==> src/rtl/mux_scan.sv <==
// rtl/mux_scan.sv - channel multiplexer with manual select and timed auto-scan
// Registered out/ch/err/wrap; ch and out always move together in one stage.
module mux_scan #(
   parameter int NUM_CH = 7,
   parameter int WIDTH  = 1,
   parameter int DWELL  = 4,
   localparam int SELW  = (NUM_CH > 1) ? $clog2(NUM_CH) : 1,
   localparam int DW    = (DWELL > 1) ? $clog2(DWELL) : 1
) (
   input  logic                    clock,
   input  logic                    resetn,
   input  logic [NUM_CH*WIDTH-1:0] data_in,
   input  logic [SELW-1:0]         sel,
   input  logic                    mode,
   input  logic                    hold,
   output logic [WIDTH-1:0]        out,
   output logic [SELW-1:0]         ch,
   output logic                    err,
   output logic                    wrap
);
   typedef enum logic [1:0] {MANUAL, SCAN, PAUSE} state_t;

   localparam logic [SELW:0]   CH_COUNT = (SELW + 1)'(NUM_CH);
   localparam logic [SELW-1:0] CH_LAST  = SELW'(NUM_CH - 1);
   localparam logic [DW-1:0]   CNT_LAST = DW'(DWELL - 1);

   state_t           state;
   logic [DW-1:0]    cnt;
   logic             sel_ok;
   logic             sel_bad;
   logic [SELW-1:0]  ch_next;
   logic [DW-1:0]    cnt_next;
   logic             wrap_next;
   logic [WIDTH-1:0] slice [NUM_CH];

   for (genvar k = 0; k < NUM_CH; k++) begin : g_slice
      assign slice[k] = data_in[k*WIDTH +: WIDTH];
   end

   assign sel_ok  = {1'b0, sel} < CH_COUNT;
   assign sel_bad = !mode && !sel_ok;

   // Next scan position; entering scan keeps the current ch but restarts the dwell count.
   always_comb begin
      ch_next   = ch;
      cnt_next  = cnt;
      wrap_next = 1'b0;
      if (!mode) begin
         cnt_next = '0;
         if (sel_ok) ch_next = sel;
      end else if (state == MANUAL) begin
         cnt_next = '0;
      end else if (!hold) begin
         if (cnt == CNT_LAST) begin
            cnt_next = '0;
            if (ch == CH_LAST) begin
               ch_next   = '0;
               wrap_next = 1'b1;
            end else begin
               ch_next = ch + 1'b1;
            end
         end else begin
            cnt_next = cnt + 1'b1;
         end
      end
   end

   always_ff @(posedge clock or negedge resetn) begin
      if (!resetn) begin
         state <= MANUAL;
         ch    <= '0;
         cnt   <= '0;
         out   <= '0;
         err   <= 1'b0;
         wrap  <= 1'b0;
      end else begin
         ch   <= ch_next;
         cnt  <= cnt_next;
         wrap <= wrap_next;
         err  <= sel_bad;
         out  <= sel_bad ? '0 : slice[ch_next];
         case (state)
            MANUAL: if (mode) state <= SCAN;
            SCAN: begin
               if (!mode)     state <= MANUAL;
               else if (hold) state <= PAUSE;
            end
            PAUSE: begin
               if (!mode)      state <= MANUAL;
               else if (!hold) state <= SCAN;
            end
            default: state <= MANUAL;
         endcase
      end
   end
endmodule

==> config.mk <==
export PLATFORM = sky130hd
export DESIGN_NAME = mux_scan
export DESIGN_NICKNAME = d
export VERILOG_FILES = /design/src/rtl/mux_scan.sv
export SDC_FILE = /design/constraint.sdc
export NUM_CORES = 1
export LEC_CHECK = 0
export ABC_AREA = 1
export CORE_MARGIN = 3
export CORE_UTILIZATION = 49
export DETAILED_ROUTE_END_ITERATION = 7
export PLACE_DENSITY = 0.82
export SLEW_MARGIN = 20
export SYNTH_ARGS = -nofsm -noshare
export SYNTH_HDL_FRONTEND = slang
export SYNTH_SLANG_ARGS = --single-unit
==> constraint.sdc <==
create_clock -name clock -period 4.45 [get_ports clock]
set_clock_uncertainty 0.15 [all_clocks]
set_input_delay 0.89 -clock clock [delete_from_list [all_inputs] [get_ports clock]]
set_output_delay 0.89 -clock clock [all_outputs]
set_load 0.02 [all_outputs]
After elaboration in Yosys (flattened, before gate mapping):

Cells that the tools add are included.

* output and inout bits: 6
* bits in read-only memories: 0
* latch bits: 0
* register bits after elaboration: 10
* memories kept: 0
* input port bits: 14
* word-level logic and storage cells: 49
* bits in writable memories: 0

* shift operators: 0
* div/mod/pow operators: 0
* mux-type cells: 25
* bitwise logic cells: 1
* order comparisons: 2
* eq/ne operators: 8
* reduce and logical (&&, ||, !) cells: 5
* $mul: 0
* add/sub/neg operators: 2

Operators by type and width (count)
* 2-bit two-way mux: 9
* 3-bit two-way mux: 6
* 1-bit two-way mux: 8
* 3-bit != test, second input constant: 2
* 2-bit case mux with 3 select lines: 1
* 2-bit equality test, second input constant: 2
* 4-bit greater-or-equal comparator, second input constant: 1
* 3-bit NOT with 4-bit output: 1
* 3-bit by 1-bit adder with 3-bit output, second input constant: 1
* 1-bit binary-select mux with 3-bit select: 1
* 3-bit equality test, second input constant: 1
* 3-bit less-than comparator, second input constant: 1
* 3-bit by 2-bit != test with 1-bit output, second input constant: 1
* 3-bit AND reduction: 1
* 2-bit by 1-bit adder with 2-bit output, second input constant: 1
* 2-bit by 1-bit equality test with 1-bit output, second input constant: 1
* 1-bit zero test: 2
* 2-bit zero test: 1
* 2-bit != test, second input constant: 1
* 1-bit logical AND: 1

Logic depth before layout (Yosys ltp):

Gate-level depths: netlist (run 1).

* word-level depth: 11
* mapped depth: 12
* gate-level depth less buffers: 12

Least setup slack after synthesis (run 1):

OpenSTA, ideal clock, no wires.

* path kind: input port to flip-flop
* start: input port mode
* end: register out
* data arrival time: 1.657 ns
* required time: 4.229 ns
* library setup time: 0.071 ns
* cell stages on the path: 9
* path slack: 2.572 ns
* buffers on the path: 1
* cell sequence: buf_6 > or2_1 > nand2_1 > nor2_1 > nand2_2 > nand3_1 > nand3_1 > nand2_1 > nor2_1

* word-level cells in the longest chain between the ends: 6
* elaborated cells between the ends (all ways): 8
* classes of those cells: 5 x mux; 1 x bitwise; 2 x reduce/logical

RTL lines
* start: declaration: RTL line 14 `input logic mode,`
* 3-bit two-way mux: RTL line 48 `if (!mode) begin`
* 3-bit NOT with 4-bit output (not written as such): RTL line 81 `out <= sel_bad ? '0 : slice[ch_next];`
* 1-bit binary-select mux with 3-bit select: RTL line 81
* 1-bit two-way mux (not written as such) (2 in a row): RTL line 81
* 1-bit two-way mux (*): RTL line 81
* end signal: assignment: RTL line 81
* end: declaration: RTL line 16 `output logic [WIDTH-1:0] out,`

Mark *: on every way between the ends. The rest lies on a longest branch, timed or not. The select of a mux whose other input is x is not followed.
A chain may end at the register's enable or synchronous reset.

Final worst setup path (run 1):

Ends and elaborated chain as after synthesis.

==> impl_metrics.tcl, run 1 <==
set metrics [dict create \
    status "completed" \
    synthDominantCellAreaShare_pct 35.7 \
    ys.warnings.count 0 \
    holdBufCountCts 0 \
    drive_above_1_share_pct 14.6 \
    synth-seq-cells 10 \
    drv_slew 0 \
    crit_chain "clkdlybuf4s50_1, nand2_1, nor2_2, nand2_4, nand2_1, nor2_1, nand2_2, nand3_1, nand2_1, nor2_1, nor2_1" \
    crit_path_max_fanout 11 \
    cts-resized-gates 0 \
    synth-edff-count 0 \
    cts_tree "built" \
    vias 657 \
    num_antenna_cells 0 \
    grt_pass1_vias 619 \
    min_path_type "flip-flop to flip-flop" \
    cts_setup_buffers 0 \
    synthTopCellsByCount "23 x nand2_1, 20 x inv_1, 11 x nand3_1, 10 x dfrtp_1, 10 x nor2_1" \
    clock_latency_ns 0.26 \
    ioPinCount 20 \
    grt_use_total_pct 17.9 \
    dr.first_iter.drc_count 9 \
    worstReg2RegStart "cnt[1]$_DFFE_PN0P_" \
    cap_violations 0 \
    ant_nets 0 \
    syn_nets 116 \
    start_util_pct 53.3 \
    slowest_delay_ns 0.74 \
    period_minus_slack_ns 2.43 \
    io_buffers 19 \
    std_cell_rows 13 \
    place.gp.congestion 0.792 \
    netlist_instances 101 \
    clock.fmax_mhz 412 \
    worst_pin_slew_ns 0.441 \
    hold_depth 1 \
    dp_hpwl_um 1200 \
    slew_headroom_pct 70.5 \
    fp.dieArea_sq_mm 0.00192 \
    min_period_over_period_pct 54.5 \
    rrSetupSlack_ns 2.74 \
    p_leak_nw 0.500 \
    r2r_cells 12 \
    totalNegativeSetupSlack_ns 0 \
    first_pass_iters 4 \
    htreeDepth 1 \
    hold_violations 0 \
    synth_area_sq_um 702 \
    path_class "primary input to flip-flop" \
    yosys_most_used_dff "dfrtp_1" \
    synth_area_leaders "dfrtp_1 36%, nand2_1 12%, inv_1 11%, nand3_1 7.8%, nor2_1 5.3%" \
    fin_nets 139 \
    wl_um 1430 \
    grt.overflow.total 0 \
    holdWs_ns 0.328 \
    start_kind "primary input" \
    fp.dieH_um 43.9 \
    clk_pin_slew_ns 0.07 \
    yosys.area.top_type "dfrtp_1" \
    synthArstFlopShare_pct 100 \
    die_x_um 43.9 \
    end_kind "flip-flop" \
    drc 0 \
    rsz0062_at_grt "false" \
    clock-root-buffer "clkbuf_4" \
    r2r-end "out$_DFF_PN0_" \
    holdPathEnd "state[1]$_DFFE_PN0P_" \
    crit_arrival_ns 2.47 \
    core_sq_mm 0.00132 \
    clockBufferDepth 2 \
    nFillCells 114 \
    crit_required_ns 4.49 \
    clock_sinks 10 \
    seq_area_sq_um 250 \
    synth_most_common_cell "nand2_1" \
    multiInputGateArea_sq_um 358 \
    antenna_found_initial 0 \
    area_growth_pct 33.3 \
    grt_pass1_wl_um 2550 \
    syn_avg_cell_area_sq_um 6.95 \
    ys_types 19 \
    via_per_inst 4.76 \
    ys_seq_area_share_pct 35.7 \
    hp-start "state[1]$_DFFE_PN0P_" \
    p_per_area_mw_per_mm2 269 \
    setup_viol 0 \
    wire_per_inst_um 10.4 \
    ir_worst_vdd_uv 267 \
    cp_slowest_cell "clkdlybuf4s50_1" \
    numCtsBuffers 3 \
    grt_start_max_net_pins 12 \
]
-- worst max-delay path: cells and delay by family --
kind          cells  cell delay (ns)
simple gates     10             0.84
buf+inv           1             0.74
-- sequential cells by signal, indices dropped and copies added, names as in the netlist --
| signal | cells |
|---|---|
| state | 2 |
| cnt | 2 |
| ch | 3 |
| wrap | 1 |
| err | 1 |
| out | 1 |
-- worst max-delay path by stage --
stage,startpoint,endpoint,slack [ns],depth (start not counted)
2_1_floorplan,mode,out$_DFF_PN0_,2.57,9
6_report,mode,out$_DFF_PN0_,2.02,11
4_1_cts,ch[0]$_DFF_PN0_,ch[0],2.01,1
3_3_place_gp,mode,out$_DFF_PN0_,1.85,11
3_5_place_dp,mode,out$_DFF_PN0_,1.75,11
5_1_grt,mode,out$_DFF_PN0_,1.86,11
-- cell usage in the layout (no fill, tap or decap), types with 2 or more instances in the layout --
cell              n
nand2_1          23
inv_1            20
clkdlybuf4s50_1  19
nand3_1          11
nor2_1           10
dfrtp_1          10
o21ai_0           4
nand3b_1          4
nand2_2           3
clkbuf_4          3
inv_2             2
nand3_2           2
nor2_2            2
a21oi_2           2
a21oi_1           2
-- report_power, final --
| part | switching (mW) | total (mW) | internal, mW |
|---|---|---|---|
| logic | 0.0363 | 0.0676 | 0.0314 |
| registers | 0.00625 | 0.104 | 0.0976 |
| clock network | 0.0308 | 0.0805 | 0.0496 |
| total | 0.0734 | 0.252 | 0.179 |
-- cells by family (layout without fill, tap and decap cells) --
| group | Yosys count | count (layout) | synth area share [%] |
|---|---|---|---|
| compound gates | 9 | 9 | 8.02 |
| fa+ha+maj | 1 | 1 | 1.78 |
| buf+inv | 23 | 45 | 13.4 |
| flops | 10 | 10 | 35.7 |
| simple gates | 58 | 58 | 41.2 |
-- routing by layer --
layer	vias up	global-route usage [%]	part of all wire, %
met2	16	31.1	52
met4	0	3.61	0
met5	-	0	0
met3	0	6.22	5.9
li1	351	-	-
met1	290	21.2	42
-- per-stage QoR --
| step | util [%] | setup slack, ns | std cells | instance area (sq um) | power (mW) |
|---|---|---|---|---|---|
| 2_1_floorplan | - | 2.57 | 101 | 702 | 0.143 |
| 6_report | 71.0 | 2.02 | 138 | 936 | 0.252 |
| 5_1_grt | 71.0 | 1.86 | 138 | 936 | 0.268 |
| 4_1_cts | 71.0 | 2.01 | 138 | 936 | 0.256 |
| 3_5_place_dp | 68.3 | 1.75 | 134 | 900 | 0.174 |
| 3_3_place_gp | 68.3 | 1.85 | 134 | 900 | 0.172 |
-- layout make-up --
cell class | count | share of cell area [%]
Inverter | 22 | 8.82
Sequential cell | 10 | 26.7
Clock buffer | 4 | 3.88
Tap cell | 15 | 2.01
Timing Repair Buffer | 19 | 20.3
Multi-Input combinational cell | 68 | 38.2
(Power assumes the default switching activity.)
==> inputs of run 2 (changes only) <==
Settings changed: CORE_UTILIZATION 49 to 45, PLACE_DENSITY 0.82 to 0.76.
Clock period 4.45 ns to 2.3 ns, I/O delays scaled along.
==> impl_metrics.tcl, run 2 (synthesis gave the netlist of run 1 again) <==
set metrics [dict create \
    worst_pin_slew_ns 0.438 \
    p_leak_nw 0.509 \
    multiInputGateArea_sq_um 358 \
    largest_reg_flops 3 \
    fp.dieH_um 45.5 \
    p_per_area_mw_per_mm2 518 \
    start_util_pct 50.8 \
    slowest_delay_ns 0.64 \
    cts-resized-gates 0 \
    drv_slew 0 \
    clk_pin_slew_ns 0.07 \
    ioPinCount 20 \
    path_class "flip-flop to output port" \
    hold_violations 0 \
    drive_above_1_share_pct 16.0 \
    dr.first_iter.drc_count 6 \
    layout_setup_ws_ns 0.326 \
    p_comb_share_pct 27.3 \
    fp.dieArea_sq_mm 0.00207 \
    min_period_over_period_pct 85.8 \
    std_cell_rows 13 \
    io_buffers 19 \
    holdBufCountCts 0 \
    grt_use_met2_pct 28.7 \
    crit_required_ns 1.69 \
    layout_commonest_cell "nand2_1" \
    htreeDepth 1 \
    crit_arrival_ns 1.36 \
    max_flop_register "ch" \
    grt_pass1_wl_um 2800 \
    drc 0 \
    power_frac_seq_pct 40.9 \
    start_kind "flip-flop" \
    clockBufferDepth 2 \
    grt.overflow.total 0 \
    total_power_mw 0.493 \
    busiest_layer "met2" \
    p_sw_mw 0.145 \
    cp_slowest_cell "clkdlybuf4s50_1" \
    cap_violations 0 \
    p_clk_share_pct 31.8 \
    die_x_um 45.5 \
    met1_usage_pct 25.4 \
    grt_use_total_pct 18.4 \
    nFillCells 125 \
    rsz0062_at_grt "false" \
    period_minus_slack_ns 1.97 \
    cts_tree "built" \
    r2r_cells 12 \
    vias 677 \
    crit_chain "clkdlybuf4s50_1" \
    totalNegativeSetupSlack_ns 0 \
    numCtsBuffers 3 \
    place.gp.congestion 0.806 \
    preCtsSetupSlack_ns 0.192 \
    crit_family "buffers and inverters" \
    via_per_inst 4.84 \
    wire_per_inst_um 11.2 \
    met3_usage_pct 2.77 \
    fin_nets 141 \
    reg_top3 "ch: 3 flops, cnt: 2 flops, state: 2 flops" \
    seq_area_sq_um 250 \
    end_kind "output port" \
    ant_nets 0 \
    antenna_found_initial 0 \
    final_cell_mix "23 x nand2_1, 20 x inv_1, 19 x clkdlybuf4s50_1" \
    first_pass_iters 4 \
    min_path_type "flip-flop to flip-flop" \
    slew_headroom_pct 70.7 \
    num_antenna_cells 0 \
    rrSetupSlack_ns 0.62 \
    grt_pass1_vias 651 \
    status "completed" \
    cp_num_buf_inv 1 \
    setup_viol 0 \
    p_int_mw 0.348 \
    clock.fmax_mhz 506 \
    area_growth_pct 35.5 \
    hold_depth 1 \
    clock_latency_ns 0.26 \
    cts_setup_buffers 0 \
    core_sq_mm 0.00138 \
    crit_path_max_fanout 7 \
    clock_sinks 10 \
    ir_worst_vdd_uv 411 \
    wl_um 1570 \
    grt_start_max_net_pins 11 \
    swShare_pct 29.4 \
    worst-path-stages 1 \
    clock-root-buffer "clkbuf_4" \
    dp_hpwl_um 1300 \
]
run 2: worst paths after layout:
path / from / to
min reg2reg: state[0]$_DFFE_PN0P_ / state[1]$_DFFE_PN0P_
max: ch[0]$_DFF_PN0_ / ch[0]
min in group asynchronous: resetn / err$_DFF_PN0_
max in group asynchronous: resetn / state[0]$_DFFE_PN0P_
min: state[0]$_DFFE_PN0P_ / state[1]$_DFFE_PN0P_
max reg2reg: cnt[1]$_DFFE_PN0P_ / out$_DFF_PN0_
run 2: layout make-up:
cell class	count	area share, %
Multi-Input combinational cell	68	37.6
Timing Repair Buffer	21	21.6
Clock buffer	4	3.82
Inverter	22	8.68
Sequential cell	10	26.3
Tap cell	15	1.97
run 2: power groups by stage:
stage          sequential [mW]  clock [mW]  combinational (mW)
2_1_floorplan            0.213           0              0.0631
3_3_place_gp             0.204           0               0.131
3_5_place_dp             0.204           0               0.135
4_1_cts                  0.201       0.161               0.136
5_1_grt                  0.203       0.170               0.149
6_report                 0.201       0.157               0.135
run 2: metrics by stage:
step / instance area, sq um / utilization [%] / cells / hold slack (ns)
5_1_grt: 951 / 68.8 / 140 / 0.363
2_1_floorplan: 702 / - / 101 / 0.0144
3_5_place_dp: 915 / 66.2 / 136 / 0.331
3_3_place_gp: 915 / 66.2 / 136 / 0.307
6_report: 951 / 68.8 / 140 / 0.332
4_1_cts: 951 / 68.8 / 140 / 0.338
run 2: worst reg2reg max path: cells and delay by family (launching register included):
kind	cells	cell delay, ns
adders and majority gates	1	0.21
buffers and inverters	1	0.07
DFF	1	0.35
and+or+nand+nor	10	0.80
run 2: per-layer routing:
metal | vias up | wire (um) | share of wire (%)
met5 | - | 0 | 0
met4 | 0 | 15 | 0.96
met3 | 3 | 73 | 4.7
met2 | 18 | 733 | 47
met1 | 297 | 742 | 47
li1 | 359 | - | -
==> inputs of run 3 (changes only) <==
Settings changed: CORE_AREA set to 3 3 40 42, CORE_MARGIN 3 to unset, CORE_UTILIZATION 45 to unset, DIE_AREA set to 0 0 43 45, DONT_BUFFER_PORTS set to 1, PLACE_DENSITY 0.76 to 0.68.
==> impl_metrics.tcl, run 3 (synthesis gave the netlist of run 1 again) <==
set metrics [dict create \
    status "completed" \
    crit_arrival_ns 1.66 \
    num_antenna_cells 0 \
    cts_setup_buffers 0 \
    swShare_pct 28.8 \
    core_sq_mm 0.00128 \
    p_per_area_mw_per_mm2 581 \
    drt-met1-wl_um 651 \
    clock_sinks 10 \
    numCtsBuffers 3 \
    crit_chain "ha_1, inv_2, nor2_4, nand2_1, nand2_1, nand3_2, nand2_2, nand2_1, nand3_1, nand2_1, nor2_1, nor2_1" \
    wl_met2_um 576 \
    drive_above_1_share_pct 17.1 \
    ioPinCount 20 \
    p_clk_share_pct 34.3 \
    p_sw_mw 0.127 \
    preCtsSetupSlack_ns 0.633 \
    wl_um 1310 \
    wire_per_inst_um 10.9 \
    drc 0 \
    io_buffers 0 \
    rsz0062_at_grt "false" \
    fin_nets 121 \
    cap_violations 0 \
    p_comb_share_pct 16.9 \
    dp_hpwl_um 1080 \
    clock.fmax_mhz 603 \
    slew_headroom_pct 71.7 \
    layout_setup_ws_ns 0.641 \
    total_power_mw 0.439 \
    crit_required_ns 2.30 \
    slowest_delay_ns 0.35 \
    holdWs_ns 0.135 \
    clock_latency_ns 0.25 \
    grt.overflow.total 0 \
    cp_slowest_cell "dfrtp_1" \
    final_cell_mix "23 x nand2_1, 20 x inv_1, 11 x nand3_1" \
    p_leak_nw 0.430 \
    htreeDepth 1 \
    std_cell_rows 13 \
    area_growth_pct 7.66 \
    critPathMostFrequentCell "nand2_1" \
    cts_tree "built" \
    top_layer "met3" \
    min_path_type "primary input to flip-flop" \
    die_x_um 43 \
    setup_viol 0 \
    grt_use_total_pct 15.3 \
    fp.dieH_um 45 \
    period_minus_slack_ns 1.66 \
    first_pass_iters 4 \
    crit_family "simple AND/OR/NAND/NOR gates" \
    power_frac_seq_pct 48.8 \
    cp_num_buf_inv 1 \
    path_class "flip-flop to flip-flop" \
    grt_start_max_net_pins 12 \
    grt_pass1_wl_um 2240 \
    place_inst 115 \
    totalNegativeSetupSlack_ns 0 \
    clock-root-buffer "clkbuf_4" \
    hold_violations 0 \
    place.gp.congestion 0.761 \
    start_kind "flip-flop" \
    clk_pin_slew_ns 0.06 \
    drv_slew 0 \
    ant_nets 0 \
    vias 600 \
    worst_pin_slew_ns 0.422 \
    via_per_inst 5.00 \
    start_util_pct 54.6 \
    route.met3.wl_um 80 \
    reg_top3 "ch: 3 flops, cnt: 2 flops, state: 2 flops" \
    largest_reg_flops 3 \
    antenna_found_initial 0 \
    finalNonFillerCells 120 \
    layout_commonest_cell "nand2_1" \
    ir_worst_vdd_uv 424 \
    clockBufferDepth 2 \
    max_flop_register "ch" \
    grt_pass1_vias 533 \
    end_kind "flip-flop" \
    dr.first_iter.drc_count 5 \
    min_period_over_period_pct 72.2 \
    crit_path_max_fanout 5 \
    fp.dieArea_sq_mm 0.00194 \
    p_int_mw 0.313 \
]
-- run 3: cell count changes in the layout (fill, tap and decap cells not counted), sizes merged --
cell / change
dlygate4sd3: +1
clkdlybuf4s50: -19
buf: -2
-- run 3: cell type report --
class / count / area (sq um)
fill: 131 / 529
timing repair buffer: 1 / 10.0
sequential: 10 / 250
tap: 15 / 18.8
multi-input combinational: 68 / 358
clock buffer: 4 / 36.3
inverter: 22 / 82.6
-- run 3: power by group through the flow --
stage | Sequential [mW] | Combinational, mW | Clock (mW)
after floorplan | 0.213 | 0.0631 | 0
after global placement | 0.217 | 0.0686 | 0
after detailed placement | 0.217 | 0.0704 | 0
after CTS | 0.214 | 0.0750 | 0.157
after global routing | 0.215 | 0.0863 | 0.169
final | 0.214 | 0.0742 | 0.151
-- run 3: stage by stage --
| step | util, % | instance area (sq um) |
|---|---|---|
| 2_1_floorplan | - | 702 |
| 3_3_place_gp | 55.2 | 709 |
| 3_5_place_dp | 55.2 | 709 |
| 4_1_cts | 58.8 | 756 |
| 5_1_grt | 58.8 | 756 |
| 6_report | 58.8 | 756 |
-- run 3: timing repair --
item	4_1_cts	5_1_grt
gates resized for setup	0	0
hold buffers	1	0
endpoints found under the hold margin	10	0
-- run 3: path summary, 6_finish.rpt --
check	startpoint	to	slack, ns	cells after the start
max	cnt[0]$_DFFE_PN0P_	out$_DFF_PN0_	0.64	12
min	mode	ch[1]$_DFF_PN0_	0.13	1
max reg2reg	cnt[0]$_DFFE_PN0P_	out$_DFF_PN0_	0.64	12
min reg2reg	state[1]$_DFFE_PN0P_	state[1]$_DFFE_PN0P_	0.32	1
max in group asynchronous	resetn	state[0]$_DFFE_PN0P_	1.28	1
min in group asynchronous	resetn	err$_DFF_PN0_	0.42	1
-- run 3: routing by layer --
metal,up-vias,global-route usage [%]
li1,317,-
met1,269,23.2
met2,14,21.3
met3,0,3.59
met4,0,5.42
met5,-,0
-- run 3: worst register-to-register path, stage by stage, from the launching register on --
cell	delay [ns]
dfrtp_1	0.35
ha_1	0.20
inv_2	0.07
nor2_4	0.11
nand2_1	0.06
nand2_1	0.07
nand3_2	0.14
nand2_2	0.12
nand2_1	0.05
nand3_1	0.06
nand2_1	0.05
nor2_1	0.08
nor2_1	0.05
